`src/rtl/core_pkg.sv`:
```
// Shared core definitions: register-number type and architecturally special registers.
package core_pkg;

  typedef logic [4:0] reg_num_t;

  localparam reg_num_t REG_ZERO = 5'd0;
  localparam reg_num_t LINK_REG = 5'd31;

  function automatic logic is_zero_reg(input reg_num_t r);
    return r == REG_ZERO;
  endfunction

endpackage

```
`src/rtl/sb_regfile_bits.sv`:
```
// One register file's busy vector: set/clear/clear-all plus busy lookups that treat a
// same-cycle writeback to the looked-up register as already cleared.
module sb_regfile_bits
  import core_pkg::*;
#(
  parameter int N_LOOKUP = 4
) (
  input  logic                    clk,
  input  logic                    rst,
  input  logic                    clr_all,
  input  logic                    set_en,
  input  logic [4:0]              set_reg,
  input  logic                    clr_en,
  input  logic [4:0]              clr_reg,
  input  logic [N_LOOKUP*5-1:0]   look_reg,
  output logic [N_LOOKUP-1:0]     look_busy,
  output logic                    clr_was_busy
);

  logic [31:0] busy;

  // Clear before set so an issue and a writeback to the same register leave it busy.
  always_ff @(posedge clk) begin
    if (rst || clr_all) begin
      busy <= '0;
    end else begin
      if (clr_en) busy[clr_reg] <= 1'b0;
      if (set_en) busy[set_reg] <= 1'b1;
    end
  end

  always_comb begin
    look_busy = '0;
    for (int i = 0; i < N_LOOKUP; i++) begin
      look_busy[i] = busy[look_reg[5*i +: 5]] &&
                     !(clr_en && (clr_reg == reg_num_t'(look_reg[5*i +: 5])));
    end
  end

  assign clr_was_busy = busy[clr_reg];

endmodule

```
`src/rtl/issue_scoreboard.sv`:
```
// Register scoreboard and issue gate: stalls decoded instructions on RAW/WAW hazards against
// in-flight multi-cycle writes to the general and float register files.
module issue_scoreboard
  import core_pkg::*;
#(
  parameter int MAX_OUTSTANDING = 8
) (
  input  logic        clk,
  input  logic        rst,
  input  logic        dec_valid,
  output logic        dec_ready,
  input  logic [14:0] src_reg,
  input  logic [2:0]  src_used,
  input  logic [2:0]  src_float,
  input  logic [4:0]  dst_reg,
  input  logic        dst_general,
  input  logic        dst_float,
  input  logic        wb_valid,
  input  logic        wb_float,
  input  logic [4:0]  wb_reg,
  input  logic        flush,
  output logic [4:0]  outstanding,
  output logic        err_spurious
);

  logic [3:0] gp_hit, fp_hit;
  logic       gp_was_busy, fp_was_busy;
  logic       dst_gp_w, dst_fp_w, dst_writes;
  logic       wb_gp, wb_fp;
  logic       src_hazard, dst_hazard, full_block;
  logic       issue, inc, dec, spurious;
  logic [19:0] look_reg;

  // Both dst flags set is a decoder protocol error; the general file takes it.
  assign dst_gp_w   = dst_general && !is_zero_reg(dst_reg);
  assign dst_fp_w   = dst_float && !dst_general;
  assign dst_writes = dst_gp_w || dst_fp_w;

  assign wb_gp = wb_valid && !wb_float && !is_zero_reg(wb_reg);
  assign wb_fp = wb_valid && wb_float;

  assign look_reg = {dst_reg, src_reg};

  always_comb begin
    src_hazard = 1'b0;
    for (int i = 0; i < 3; i++) begin
      if (src_used[i]) begin
        if (src_float[i]) src_hazard = src_hazard || fp_hit[i];
        else              src_hazard = src_hazard || (gp_hit[i] && !is_zero_reg(src_reg[5*i +: 5]));
      end
    end
  end

  assign dst_hazard = (dst_gp_w && gp_hit[3]) || (dst_fp_w && fp_hit[3]);
  assign full_block = dst_writes && (outstanding == 5'(MAX_OUTSTANDING)) && !wb_valid;
  assign dec_ready  = !src_hazard && !dst_hazard && !flush && !full_block;

  assign issue    = dec_valid && dec_ready;
  assign inc      = issue && dst_writes;
  assign dec      = (wb_gp && gp_was_busy) || (wb_fp && fp_was_busy);
  assign spurious = (wb_gp && !gp_was_busy) || (wb_fp && !fp_was_busy);

  sb_regfile_bits #(.N_LOOKUP(4)) u_gp (
    .clk          (clk),
    .rst          (rst),
    .clr_all      (flush),
    .set_en       (issue && dst_gp_w),
    .set_reg      (dst_reg),
    .clr_en       (wb_gp),
    .clr_reg      (wb_reg),
    .look_reg     (look_reg),
    .look_busy    (gp_hit),
    .clr_was_busy (gp_was_busy)
  );

  sb_regfile_bits #(.N_LOOKUP(4)) u_fp (
    .clk          (clk),
    .rst          (rst),
    .clr_all      (flush),
    .set_en       (issue && dst_fp_w),
    .set_reg      (dst_reg),
    .clr_en       (wb_fp),
    .clr_reg      (wb_reg),
    .look_reg     (look_reg),
    .look_busy    (fp_hit),
    .clr_was_busy (fp_was_busy)
  );

  // A spurious writeback decrements nothing, which is what keeps the count from underflowing.
  always_ff @(posedge clk) begin
    if (rst) begin
      outstanding  <= '0;
      err_spurious <= 1'b0;
    end else if (flush) begin
      outstanding  <= '0;
    end else begin
      outstanding <= outstanding + 5'(inc) - 5'(dec);
      if (spurious) err_spurious <= 1'b1;
    end
  end

endmodule

```
`config.mk`:
```
export PLATFORM = sky130hd
export DESIGN_NAME = issue_scoreboard
export DESIGN_NICKNAME = d
export VERILOG_FILES = /design/src/rtl/core_pkg.sv /design/src/rtl/sb_regfile_bits.sv /design/src/rtl/issue_scoreboard.sv
export SDC_FILE = /design/constraint.sdc
export NUM_CORES = 1
export LEC_CHECK = 0
export CORE_MARGIN = 2
export CORE_UTILIZATION = 35
export DETAILED_ROUTE_END_ITERATION = 6
export GPL_ROUTABILITY_DRIVEN = 0
export SYNTH_ARGS = -nofsm -noshare
export SYNTH_HDL_FRONTEND = slang
export SYNTH_HIERARCHICAL = 1
export SYNTH_SLANG_ARGS = --single-unit
export TNS_END_PERCENT = 50
```
`constraint.sdc`:
```
create_clock -name clk -period 4.7 [get_ports clk]
set_input_delay 0.94 -clock clk [delete_from_list [all_inputs] [get_ports clk]]
set_output_delay 0.94 -clock clk [all_outputs]
set_load 0.01 [all_outputs]
```
==> impl_results.md <==
- Status: finished clean
- Die width: ~140 um
- Pwr/cell area: 216 nW/um^2
- Crit Path Class: input pin to flip-flop
- Highest Clock Rate: roughly 220 MHz
- Largest net degree at the start of global routing: 33
- Flops & latches, synth: 70
- Pleak: 0.00298 uW
- Mapped Avg Cell Area: between 8 and 9 um^2
- Fin util: 0.462
- Vias: about 6500
- Routed WL per cell: between 20 and 25 um
- Die ar.: between 15000 and 20000 um^2
- Crit. End Element: flip-flop
- HP Start: err_spurious
- Hpwl dp: between 15000 and 20000 um
- Data required, critical path: 4.92 ns
- Hold WS: about 0.56 ns
- Antenna viol nets, final: 0
- Max Slew Vio Count: 0
- Distinct cells, synth: 54
- Worst-Skew Late Latency: approximately 0.34 ns
- GRT overflow: 0
- Synth Cell Area: between 6000 and 7000 um^2
- Slew @ Worst Pin: around 0.62 ns
- Number of DRC markers in iteration 0: between 700 and 800
- Clk root buf: clkbuf_16
- Initial Util: 0.360
- Synthesized instance count: ~730
- DR vias/cell: slightly above 6
- Fin crit period: 4.60 ns
- Core area: between 15000 and 20000 um^2
- Nets: 878
- Max FO, Critical Path: 9
- Async SR Flop Fraction: 0
- Filler cell count: 1736
- Vias in the first global route: ~6100
- Skew final: 0.00833 ns
- Final hold violations: 0
- Port buffer count: 45
- Final worst-path cycle share: 0.979
- Placement Cell Area: slightly below 8000 um^2
- Drt first pass iters: 6
- YS warnings: 6
- First-pass GRT wire length: between 30000 and 40000 um
- # diodes: 0
- Num rows: 49
- Post-synth EDFFs: 0
- Fraction of layout cells with a size suffix above 1: 0.253
- WHS Endpoint: err_spurious
- CTS Sinks: 70
- Clock H-tree levels: 3
- CP startpoint kind: input pin
- Total CTS buffers: 9
- Fin area: around 8400 um^2
- Clk pin slew, worst setup/hold paths: around 0.060 ns
- Initial antenna violation count: 0
- Syn nets: a little under 800
- Worst Path Arrival: around 4.8 ns
- Gr usage total: 0.230
- CTS tree: done
- Peak supply drop: approximately 0.00017 V
- HP Class: flip-flop to flip-flop
- Most common cell after layout, fill and taps aside: nand2_1
- DIE HEIGHT: 141 um
- Routed WL: 23100 um
- Reg2Reg Setup Slack: 0.66 ns
- Slew margin rel.: 0.589
- Final setup fails: 0
- Seq/Total Area, Yosys: 0.215
- Most frequent cells in the layout: 86 x nand2_1, 84 x buf_4, 72 x o21ai_0
- Area added between synthesis and finish: 28.4%
- Slowest CP cell: or4b_1
- R2r worst-path depth: 17
- # DRC: 0
- IO Pins: 46
- CP Cell Sequence: clkdlybuf4s50_1, buf_12, xor2_1, nor4_2, nand3_1, o2111a_1, mux2_4, o311ai_4, nand4_2, or4b_1, ha_1, inv_1, ha_2, inv_1, fa_2, nor2b_2, o21a_1, o21ai_0, nor3b_1
- Hold Crit Depth: 2
- Crit-path max cell delay: 0.51 ns
- R2r endpoint: outstanding[4]
- Reg2Reg Launch Point: u_gp/busy[19]
- Top_reg_cell synth: dfxtp_1
- Longest Clk Path Bufs: 2
- Max cap viols: 0
- CP most frequent cell: inv_1
timing repair:
item | CTS | global route
gates cloned | 2 | 1
endpoints found under the setup margin | 3 | 2
pin swaps | 6 | 4
gates resized for setup | 19 | 14
setup buffers | 6 | 2
hold buffers | 0 | 0
worst max-delay path by stage:
stage	from	endpoint	slack, ns	cells past startpoint
after floorplan	src_reg[5]	outstanding[4]	0.13	18
after global placement	src_reg[5]	outstanding[4]	-0.46	19
after detailed placement	src_reg[5]	outstanding[4]	-0.52	19
after CTS	src_reg[1]	outstanding[4]	0.008	18
after global routing	dst_reg[1]	outstanding[4]	-0.02	19
final	wb_reg[1]	outstanding[4]	0.10	19
Yosys cell counts (6+ instances only):
cell type,number,area (um^2)
nor4_1,11,68.8
xnor2_1,9,78.8
xor2_1,33,289
o21ai_1,6,30.0
mux2_2,9,101
mux2i_1,48,480
mux4_2,60,1350
nand3b_1,18,135
nor3b_1,9,67.6
a211oi_1,16,120
a21oi_1,70,350
clkbuf_1,16,60.1
and3b_1,6,52.6
ha_1,6,75.1
dfxtp_1,70,1400
nor2_1,27,101
o21ai_0,75,375
o22ai_1,6,37.5
buf_2,24,120
nor2b_1,11,68.8
o2111a_1,8,90.1
nand2_1,86,323
inv_1,21,78.8
nand3_1,19,95.1
report_power, final:
| group | switching, uW | total (uW) | internal, uW |
|---|---|---|---|
| Sequential | 1.79 | 597 | 595 |
| Clock | 258 | 843 | 585 |
| Combinational | 188 | 370 | 181 |
worst max-delay path: cells and delay by family:
kind	cells	cell delay (ns)
AO/OA/AOI/OAI	4	0.47
XOR/XNOR	1	0.16
adder cells (fa/ha/maj)	3	0.83
buffers and inverters	4	0.73
multiplexers	1	0.27
AND/OR/NAND/NOR	6	1.41
metal layers:
layer  GRT usage  share of wire  vias to the layer above
met3      0.0459           0.11                       37
met1       0.338           0.43                     3103
li1            -              -                     2937
met2       0.340           0.44                      378
met4      0.0726          0.021                        0
met5           0              0                        -
stage by stage:
stage	std cells	power (uW)	setup WS, ns	TNS, ns
finish	1066	1810	0.100	0
global route	1066	1870	-0.0247	-0.0247
floorplan	726	793	0.135	0
CTS	1063	1810	0.00820	0
global placement	1039	955	-0.462	-1.27
detailed placement	1039	955	-0.516	-1.48
area by class of cell:
class	count	area, um^2	share of cell area
multi-input cells	579	4780	0.570
repair buffers	149	1460	0.174
flip-flops and latches	70	1400	0.167
well taps	229	287	0.0342
clock buffers	10	239	0.0285
clock inverters	6	133	0.0158
inverters	23	86.3	0.0103
state kept, by name (all words and copies together), names as in the netlist:
name,flops
u_fp/busy,32
u_gp/busy,32
outstanding,5
err_spurious,1
logic make-up after synthesis:
kind of cell	synth area share
xor gates and xnor gates	0.0563
DFF	0.215
AOI/OAI and AO/OA	0.170
muxes	0.314
buffers and inverters	0.0581
and+or+nand+nor	0.173
adders and majority gates	0.0146
Note: power is estimated with default switching activity, not from simulation.
